===== src/rtl/snake_plot_sink.sv =====
// -----------------------------------------------------------------------------
// snake_plot_sink
//
// Pixel plot sink in front of a 160x120, 3-bit colour framebuffer.
// Plot requests are queued in an 8-entry FIFO and drained to the framebuffer
// write port under fb_ready handshaking. A clear request flushes the queue and
// fills every pixel with one colour. While a clear runs, plots are discarded.
//
// Ports
//   clk           system clock, all state changes on its rising edge
//   rst           synchronous reset, active-high
//   plotEn        plot request strobe, sampled each cycle
//   x, y, colour  pixel column (0..159), row (0..119) and colour of the plot
//   clear_req     fill the whole screen with clear_colour
//   clear_colour  fill colour, sampled with clear_req
//   fb_ready      framebuffer accepts the presented write this cycle
//   fb_wren       framebuffer write valid
//   fb_addr       linear pixel address, y*160 + x
//   fb_data       pixel colour to write
//   busy          FIFO non-empty or clear in progress
//   full          FIFO holds 8 entries
//   dropped       one-cycle pulse after a plot request was discarded
//   clear_done    one-cycle pulse after the last clear write was accepted
//   count         FIFO occupancy, 0..8
// -----------------------------------------------------------------------------
module snake_plot_sink (
   input  logic        clk,
   input  logic        rst,
   input  logic        plotEn,
   input  logic [7:0]  x,
   input  logic [6:0]  y,
   input  logic [2:0]  colour,
   input  logic        clear_req,
   input  logic [2:0]  clear_colour,
   input  logic        fb_ready,
   output logic        fb_wren,
   output logic [14:0] fb_addr,
   output logic [2:0]  fb_data,
   output logic        busy,
   output logic        full,
   output logic        dropped,
   output logic        clear_done,
   output logic [3:0]  count
);

   localparam logic [14:0] LAST_ADDR = 15'd19199;
   localparam logic [3:0]  DEPTH     = 4'd8;

   typedef enum logic {
      DRAIN = 1'b0,
      CLEAR = 1'b1
   } state_e;

   typedef struct packed {
      logic [2:0] colour;
      logic [6:0] y;
      logic [7:0] x;
   } entry_t;

   state_e      state_q, state_d;
   entry_t      mem_q [8];
   entry_t      head;
   logic [2:0]  wr_ptr_q, wr_ptr_d;
   logic [2:0]  rd_ptr_q, rd_ptr_d;
   logic [3:0]  count_q, count_d;
   logic [14:0] clr_cnt_q, clr_cnt_d;
   logic [2:0]  clr_colour_q, clr_colour_d;
   logic        dropped_q, clear_done_q;
   logic        push, pop, clear_start, clear_last;
   logic [14:0] head_addr;

   // ---------------------------------------------------------------------------
   // Handshake decode
   // ---------------------------------------------------------------------------
   // Space is judged on the registered count only, so a pop in the same cycle
   // never makes room for a push.
   assign push = plotEn && (state_q == DRAIN) && (count_q < DEPTH)
              && (x <= 8'd159) && (y <= 7'd119) && !clear_req;
   assign pop  = (state_q == DRAIN) && (count_q != 4'd0) && fb_ready;

   assign clear_start = (state_q == DRAIN) && clear_req;
   assign clear_last  = (state_q == CLEAR) && (clr_cnt_q == LAST_ADDR) && fb_ready;

   assign head = mem_q[rd_ptr_q];
   // y*160 + x as two shifts and adds; the largest result (19199) fits in 15 bits.
   assign head_addr = {1'b0, head.y, 7'b0} + {3'b0, head.y, 5'b0} + {7'b0, head.x};

   // ---------------------------------------------------------------------------
   // FSM: state register
   // ---------------------------------------------------------------------------
   // NOTE: sequential blocks use non-blocking assignments so every register
   // samples pre-edge values, independent of block evaluation order.
   always_ff @(posedge clk) begin
      if (rst) begin
         state_q <= DRAIN;
      end else begin
         state_q <= state_d;
      end
   end

   // ---------------------------------------------------------------------------
   // FSM: next-state logic
   // ---------------------------------------------------------------------------
   // NOTE: every combinational output gets a default before the case so no
   // path leaves it unassigned, which would otherwise infer a latch.
   always_comb begin
      state_d = state_q;
      unique case (state_q)
         DRAIN: if (clear_req)  state_d = CLEAR;
         CLEAR: if (clear_last) state_d = DRAIN;
         default: state_d = DRAIN;
      endcase
   end

   // ---------------------------------------------------------------------------
   // FSM: output logic
   // ---------------------------------------------------------------------------
   always_comb begin
      fb_wren = 1'b0;
      fb_addr = '0;
      fb_data = '0;
      unique case (state_q)
         DRAIN: begin
            fb_wren = (count_q != 4'd0);
            fb_addr = head_addr;
            fb_data = head.colour;
         end
         CLEAR: begin
            fb_wren = 1'b1;
            fb_addr = clr_cnt_q;
            fb_data = clr_colour_q;
         end
         default: ;
      endcase
   end

   // ---------------------------------------------------------------------------
   // Datapath next-state
   // ---------------------------------------------------------------------------
   always_comb begin
      wr_ptr_d     = wr_ptr_q;
      rd_ptr_d     = rd_ptr_q;
      count_d      = count_q;
      clr_cnt_d    = clr_cnt_q;
      clr_colour_d = clr_colour_q;

      if (clear_start) begin
         // Flush wins over any pop presented in the same cycle.
         wr_ptr_d     = '0;
         rd_ptr_d     = '0;
         count_d      = '0;
         clr_cnt_d    = '0;
         clr_colour_d = clear_colour;
      end else begin
         if (push) wr_ptr_d = wr_ptr_q + 3'd1;
         if (pop)  rd_ptr_d = rd_ptr_q + 3'd1;
         if (push && !pop)      count_d = count_q + 4'd1;
         else if (pop && !push) count_d = count_q - 4'd1;
         if ((state_q == CLEAR) && fb_ready) clr_cnt_d = clr_cnt_q + 15'd1;
      end
   end

   // ---------------------------------------------------------------------------
   // Datapath registers
   // ---------------------------------------------------------------------------
   always_ff @(posedge clk) begin
      if (rst) begin
         wr_ptr_q     <= '0;
         rd_ptr_q     <= '0;
         count_q      <= '0;
         clr_cnt_q    <= '0;
         clr_colour_q <= '0;
         dropped_q    <= 1'b0;
         clear_done_q <= 1'b0;
      end else begin
         wr_ptr_q     <= wr_ptr_d;
         rd_ptr_q     <= rd_ptr_d;
         count_q      <= count_d;
         clr_cnt_q    <= clr_cnt_d;
         clr_colour_q <= clr_colour_d;
         dropped_q    <= plotEn && !push;
         clear_done_q <= clear_last;
      end
   end

   // NOTE: FIFO storage has no reset; an entry is only read after it was
   // written, so resetting it would add reset fan-out for no behaviour.
   always_ff @(posedge clk) begin
      if (push) begin
         mem_q[wr_ptr_q] <= '{colour: colour, y: y, x: x};
      end
   end

   // ---------------------------------------------------------------------------
   // Status outputs
   // ---------------------------------------------------------------------------
   assign busy       = (state_q == CLEAR) || (count_q != 4'd0);
   assign full       = (count_q == DEPTH);
   assign count      = count_q;
   assign dropped    = dropped_q;
   assign clear_done = clear_done_q;

endmodule


===== config.mk =====
export PLATFORM = sky130hd
export DESIGN_NAME = snake_plot_sink
export DESIGN_NICKNAME = d
export VERILOG_FILES = /design/src/rtl/snake_plot_sink.sv
export SDC_FILE = /design/constraint.sdc
export NUM_CORES = 1
export LEC_CHECK = 0
export BUFFER_PORTS_ARGS = -buffer_cell sky130_fd_sc_hd__clkbuf_2
export CORE_MARGIN = 2
export CORE_UTILIZATION = 42
export CTS_CLUSTER_SIZE = 14
export DETAILED_ROUTE_END_ITERATION = 7
export MAX_ROUTING_LAYER = met4
export PLACE_DENSITY = 0.6
export SLEW_MARGIN = 20
export SYNTH_ARGS = -nofsm -noshare
export SYNTH_HDL_FRONTEND = slang
export SYNTH_SLANG_ARGS = --single-unit

===== constraint.sdc =====
create_clock -name clk -period 7.4 [get_ports clk]
set_input_delay 2.22 -clock clk [delete_from_list [all_inputs] [get_ports clk]]
set_output_delay 2.22 -clock clk [all_outputs]
set_load 0.1 [all_outputs]

**Yosys cells after proc, flatten, opt, wreduce, memory -nomap -nowiden**

Memories as Yosys holds them, arrays and structs flattened. A register that Yosys moved wholly into a read port is not among the register bits.
Cells that the tools add are included.
Widths: inputs -> output; s select.

- Bits in registers: 31
- Memory bits (writable): 144
- Input bits: 26
- Logic and storage cells: 55
- Memories kept: 1

Memories:

| memory | depth | bits a word | rd ports | clocked after Yosys merged registers in | wr ports | RTL line | source |
|---|---|---|---|---|---|---|---|
| mem_q | 8 | 18 | 1 | 1 | 1 | 61 | `entry_t mem_q [8];` |

- Add/sub/neg operators: 7
- $lt $le $gt $ge: 3
- Equal/unequal tests: 2
- Multiplexer cells: 12
- Bitwise logic cells: 1
- Reduce and logical (&&, ||, !) cells: 21

Operator list:

| operator | number |
|---|---|
| $pmux 15 s2 | 1 |
| $add 14x12->15 | 1 |
| $add 15x1->15 const B | 1 |
| $add 15x8->15 | 1 |
| $eq 15x15->1 const B | 1 |
| $logic_and 1x1->1 | 14 |
| $le 8x8->1 const B | 1 |
| $mux 4 | 2 |
| $le 7x7->1 const B | 1 |
| $add 3x1->3 const B | 2 |
| $mux 3 | 2 |
| $pmux 3 s2 | 1 |
| $add 4x1->4 const B | 1 |
| $eq 4x4->1 const B | 1 |
| $lt 4x4->1 const B | 1 |
| $mux 1 | 4 |
| $pmux 1 s2 | 2 |
| $reduce_bool 4->1 | 1 |
| $sub 4x1->4 const B | 1 |
| $logic_not 1->1 | 3 |
| $reduce_bool 2->1 | 1 |
| $reduce_or 2->1 | 1 |
| $logic_or 1x1->1 | 1 |
| $not 1->1 | 1 |

**Depth between registers and ports, before layout**

- Depth in word-level cells: 10
- Gate-level depth with buffers: 13

**Worst setup path after synthesis**

Ideal clock, no wire load.

- Path kind: reg2out
- From: reg with a tool-made name
- To: out fb_addr[12]
- Arrival time: 5.099 ns
- Required time: 5.180 ns
- Slack: 0.081 ns
- Cell stages (with the launch flop): 13
- Path buffers: 2
- Cells stage by stage: dfxtp_1 -> buf_6 -> buf_4 -> mux4_2 -> mux2_2 -> ha_1 -> ha_1 -> fa_1 -> a211oi_1 -> o21bai_1 -> a21oi_1 -> xnor2_1 -> o21ai_0

RTL lines:

| element | RTL line | source |
|---|---|---|
| end: declaration | 37 | `output logic [14:0] fb_addr,` |

==> results_dict.tcl <==
set metrics [dict create \
    dp_hpwl_microns 9700 \
    synth.net_count 513 \
    final_antenna_net_count 0 \
    final.setup.tns_ns 0 \
    syn-instance-count 465 \
    synth_compound_gate_area_share_pct 3.38 \
    post-route-util_pct 49.6 \
    hold_class "reg -> reg" \
    dr.pass1.iters 4 \
    finalSetupViolations 0 \
    synth_mux_area_share_pct 14.8 \
    globalplace.congestion 0.763 \
    finalPower_w 0.00231 \
    area_growth_pct 15.0 \
    post_cts_buffers 0 \
    synth-seq-cells 178 \
    nets 577 \
    synthSimpleGateAreaFrac_pct 6.31 \
    cts_buffers 17 \
    worst_slew_pin_slew_ns 0.861 \
    initial_core_util_pct 43.1 \
    synth-adder-area-share_pct 3.96 \
    power.density_nw_per_um2 268 \
    core_sq_um 17400 \
    synthFlopType "edfxtp_1" \
    yosys-top-cells-area "edfxtp_1 (58%), mux4_2 (11%), dfxtp_1 (9.1%)" \
    min_period_over_period_pct 91.0 \
    status "completed" \
    slew_violations 0 \
    io_pins 53 \
    grt_pass1_vias 4154 \
    insertion_delay_ns 0.42 \
    clockRootBuffer "clkbuf_16" \
    synth_xor_area_share_pct 2.80 \
    critPathMaxFanout 22 \
    p_int_w 0.00170 \
    comb_power_share_pct 14.6 \
    cts_hold_buf 0 \
    synth_top_cell_by_area "edfxtp_1" \
    vias 4075 \
    cp.required_ns 5.18 \
    fillers 1485 \
    clkSlewWorstSetupHoldPaths_ns 0.06 \
    yosysWarnings 0 \
    switching_share_pct 26.6 \
    drive_gt1_share_pct 27.4 \
    period_needed_ns 6.73 \
    port-buffer-count 52 \
    rsz0062_at_grt "no" \
    cts_resized 0 \
    synth.yosys.seq_area_share_pct 66.6 \
    finalHoldViolations 0 \
    power.leakage_nw 2.89 \
    drtIter0Drc 278 \
    syn_area_sq_um 7510 \
    crit_arrival_ns 4.51 \
    pwr-share-clk_pct 37.8 \
    max_clock_freq_mhz 148 \
    die_area_sq_um 19000 \
    power_frac_seq_pct 47.6 \
    cts_tree "done" \
    wl_microns 14800 \
    cap_violations 0 \
    dieHeight_microns 138 \
    grt_antenna_before_repair 1 \
    max-vdd-ir-drop_mv 0.177 \
    synth.top_cell.area_share_pct 57.6 \
    viasPerCell 5.31 \
    grt_pass1_wl_microns 22700 \
    yosysUniqueCellTypes 39 \
    fin_skew_ns 0.00812 \
    grt_max_degree 44 \
    die_x_microns 138 \
    startpoint_type "flop" \
    clock_path_buffers 2 \
    whs_ns 0.511 \
    grt_use_total_pct 17.0 \
    async_flop_share_pct 0 \
    cts_max_level 4 \
    clock_sinks 178 \
    grt_overflow 0 \
    worstSetupPathType "reg -> out" \
    drt-wirelength-per-cell_microns 19.3 \
    num_rows 48 \
    synth_top_family_by_area "multiplexers" \
    drc 0 \
    synth_edf_count 144 \
    maxSlewHeadroom_pct 42.3 \
    syn_avg_cell_area_sq_um 16.2 \
    end_kind "output port" \
    p_switching_w 0.000615 \
]
==> critical path, cell delays in order (launching register included) <==
cell	delay [ns]
dfxtp_2	0.87
mux4_2	0.58
mux2_2	0.29
ha_1	0.30
ha_1	0.24
fa_1	0.44
a211oi_1	0.26
o21bai_1	0.10
a21oi_1	0.23
xnor2_1	0.09
o21ai_0	0.18
clkbuf_2	0.49
==> synthesized netlist by cell type (3+ instances only) <==
library cell / n
edfxtp_1: 144
nor2_1: 37
mux4_2: 36
dfxtp_1: 34
nand2_1: 26
o21ai_0: 23
ha_1: 19
mux2i_1: 18
xnor2_1: 14
a21oi_1: 11
inv_1: 11
xor2_1: 10
mux2_2: 9
buf_2: 8
nor3_1: 8
clkbuf_1: 6
buf_4: 4
nand3_1: 4
nand4_1: 4
or3_1: 4
a211oi_1: 3
a21o_1: 3
and3_1: 3
fa_1: 3
nand2b_1: 3
==> placed cells by master, fill, tap and decap left out, drive strengths merged, types with 4 or more instances in the layout <==
| cell | count |
|---|---|
| clkinv | 8 |
| mux4 | 36 |
| nand4 | 4 |
| edfxtp | 144 |
| dfxtp | 34 |
| buf | 13 |
| or3 | 4 |
| nor3 | 8 |
| nand3 | 4 |
| inv | 11 |
| mux2 | 9 |
| clkbuf | 71 |
| a21oi | 11 |
| xnor2 | 14 |
| ha | 19 |
| xor2 | 10 |
| nor2 | 37 |
| nand2 | 26 |
| mux2i | 19 |
| o21ai | 23 |
==> power groups by stage <==
stage | logic (W) | registers [W] | clock network [W]
2_1_floorplan | 0.000264 | 0.00114 | 0
3_3_place_gp | 0.000334 | 0.00112 | 0
3_5_place_dp | 0.000338 | 0.00112 | 0
4_1_cts | 0.000339 | 0.00110 | 0.000886
5_1_grt | 0.000359 | 0.00110 | 0.000933
6_report | 0.000337 | 0.00110 | 0.000874
==> cells by family (layout without fill, tap and decap cells) <==
group | Yosys count | after routing
buf+inv | 31 | 107
flops | 178 | 178
mux | 64 | 64
compound gates | 45 | 45
fa+ha+maj | 22 | 22
other cells | 0 | 1
simple gates | 101 | 101
xor+xnor | 24 | 24
==> sequential cells by signal (all words and copies together) (netlist names), 3 cells and up, named ones only <==
| name | flops |
|---|---|
| mem_q | 144 |
| clr_cnt_q | 15 |
| count | 4 |
| clr_colour_q | 3 |
| rd_ptr_q | 3 |
| wr_ptr_q | 3 |
==> per-layer routing <==
layer  track usage [%]  vias up  part of all wire [%]
met5                 -        -                     0
met3              3.50       16                   4.0
met4              6.07        0                   1.7
met2              26.3       90                    48
met1              22.4     2051                    46
li1                  -     1918                     -
==> worst paths after layout <==
kind	from	endpoint	slack [ns]	cells past startpoint
worst max register to register	state_q$_SDFF_PP0_	mem_q[4][6]$_DFFE_PP_	4.17	6
worst min-delay path	clr_cnt_q[1]$_SDFFE_PP0P_	clr_cnt_q[1]$_SDFFE_PP0P_	0.51	2
worst max-delay path	flop	fb_addr[12]	0.67	11
worst min register to register	clr_cnt_q[1]$_SDFFE_PP0P_	clr_cnt_q[1]$_SDFFE_PP0P_	0.51	2
==> final cells by class <==
cell class	instances	area (sq um)	share of cell area, %
inverter	11	41.3	0.478
clock inverter	12	141	1.64
timing repair buffer	65	358	4.14
antenna	1	2.50	0.0290
multi-input combinational	256	2380	27.5
tap	225	282	3.26
sequential	178	5010	57.9
clock buffer	19	433	5.01
==> metrics by stage <==
| stage | std cells | setup WS (ns) | instance area [sq um] |
|---|---|---|---|
| global route | 767 | 0.340 | 8640 |
| floorplan | 465 | 0.0808 | 7510 |
| CTS | 766 | 0.589 | 8640 |
| global placement | 735 | 1.12 | 8060 |
| detailed placement | 735 | 1.08 | 8060 |
| finish | 767 | 0.665 | 8640 |
No activity file was read; power rests on OpenSTA's default activity.
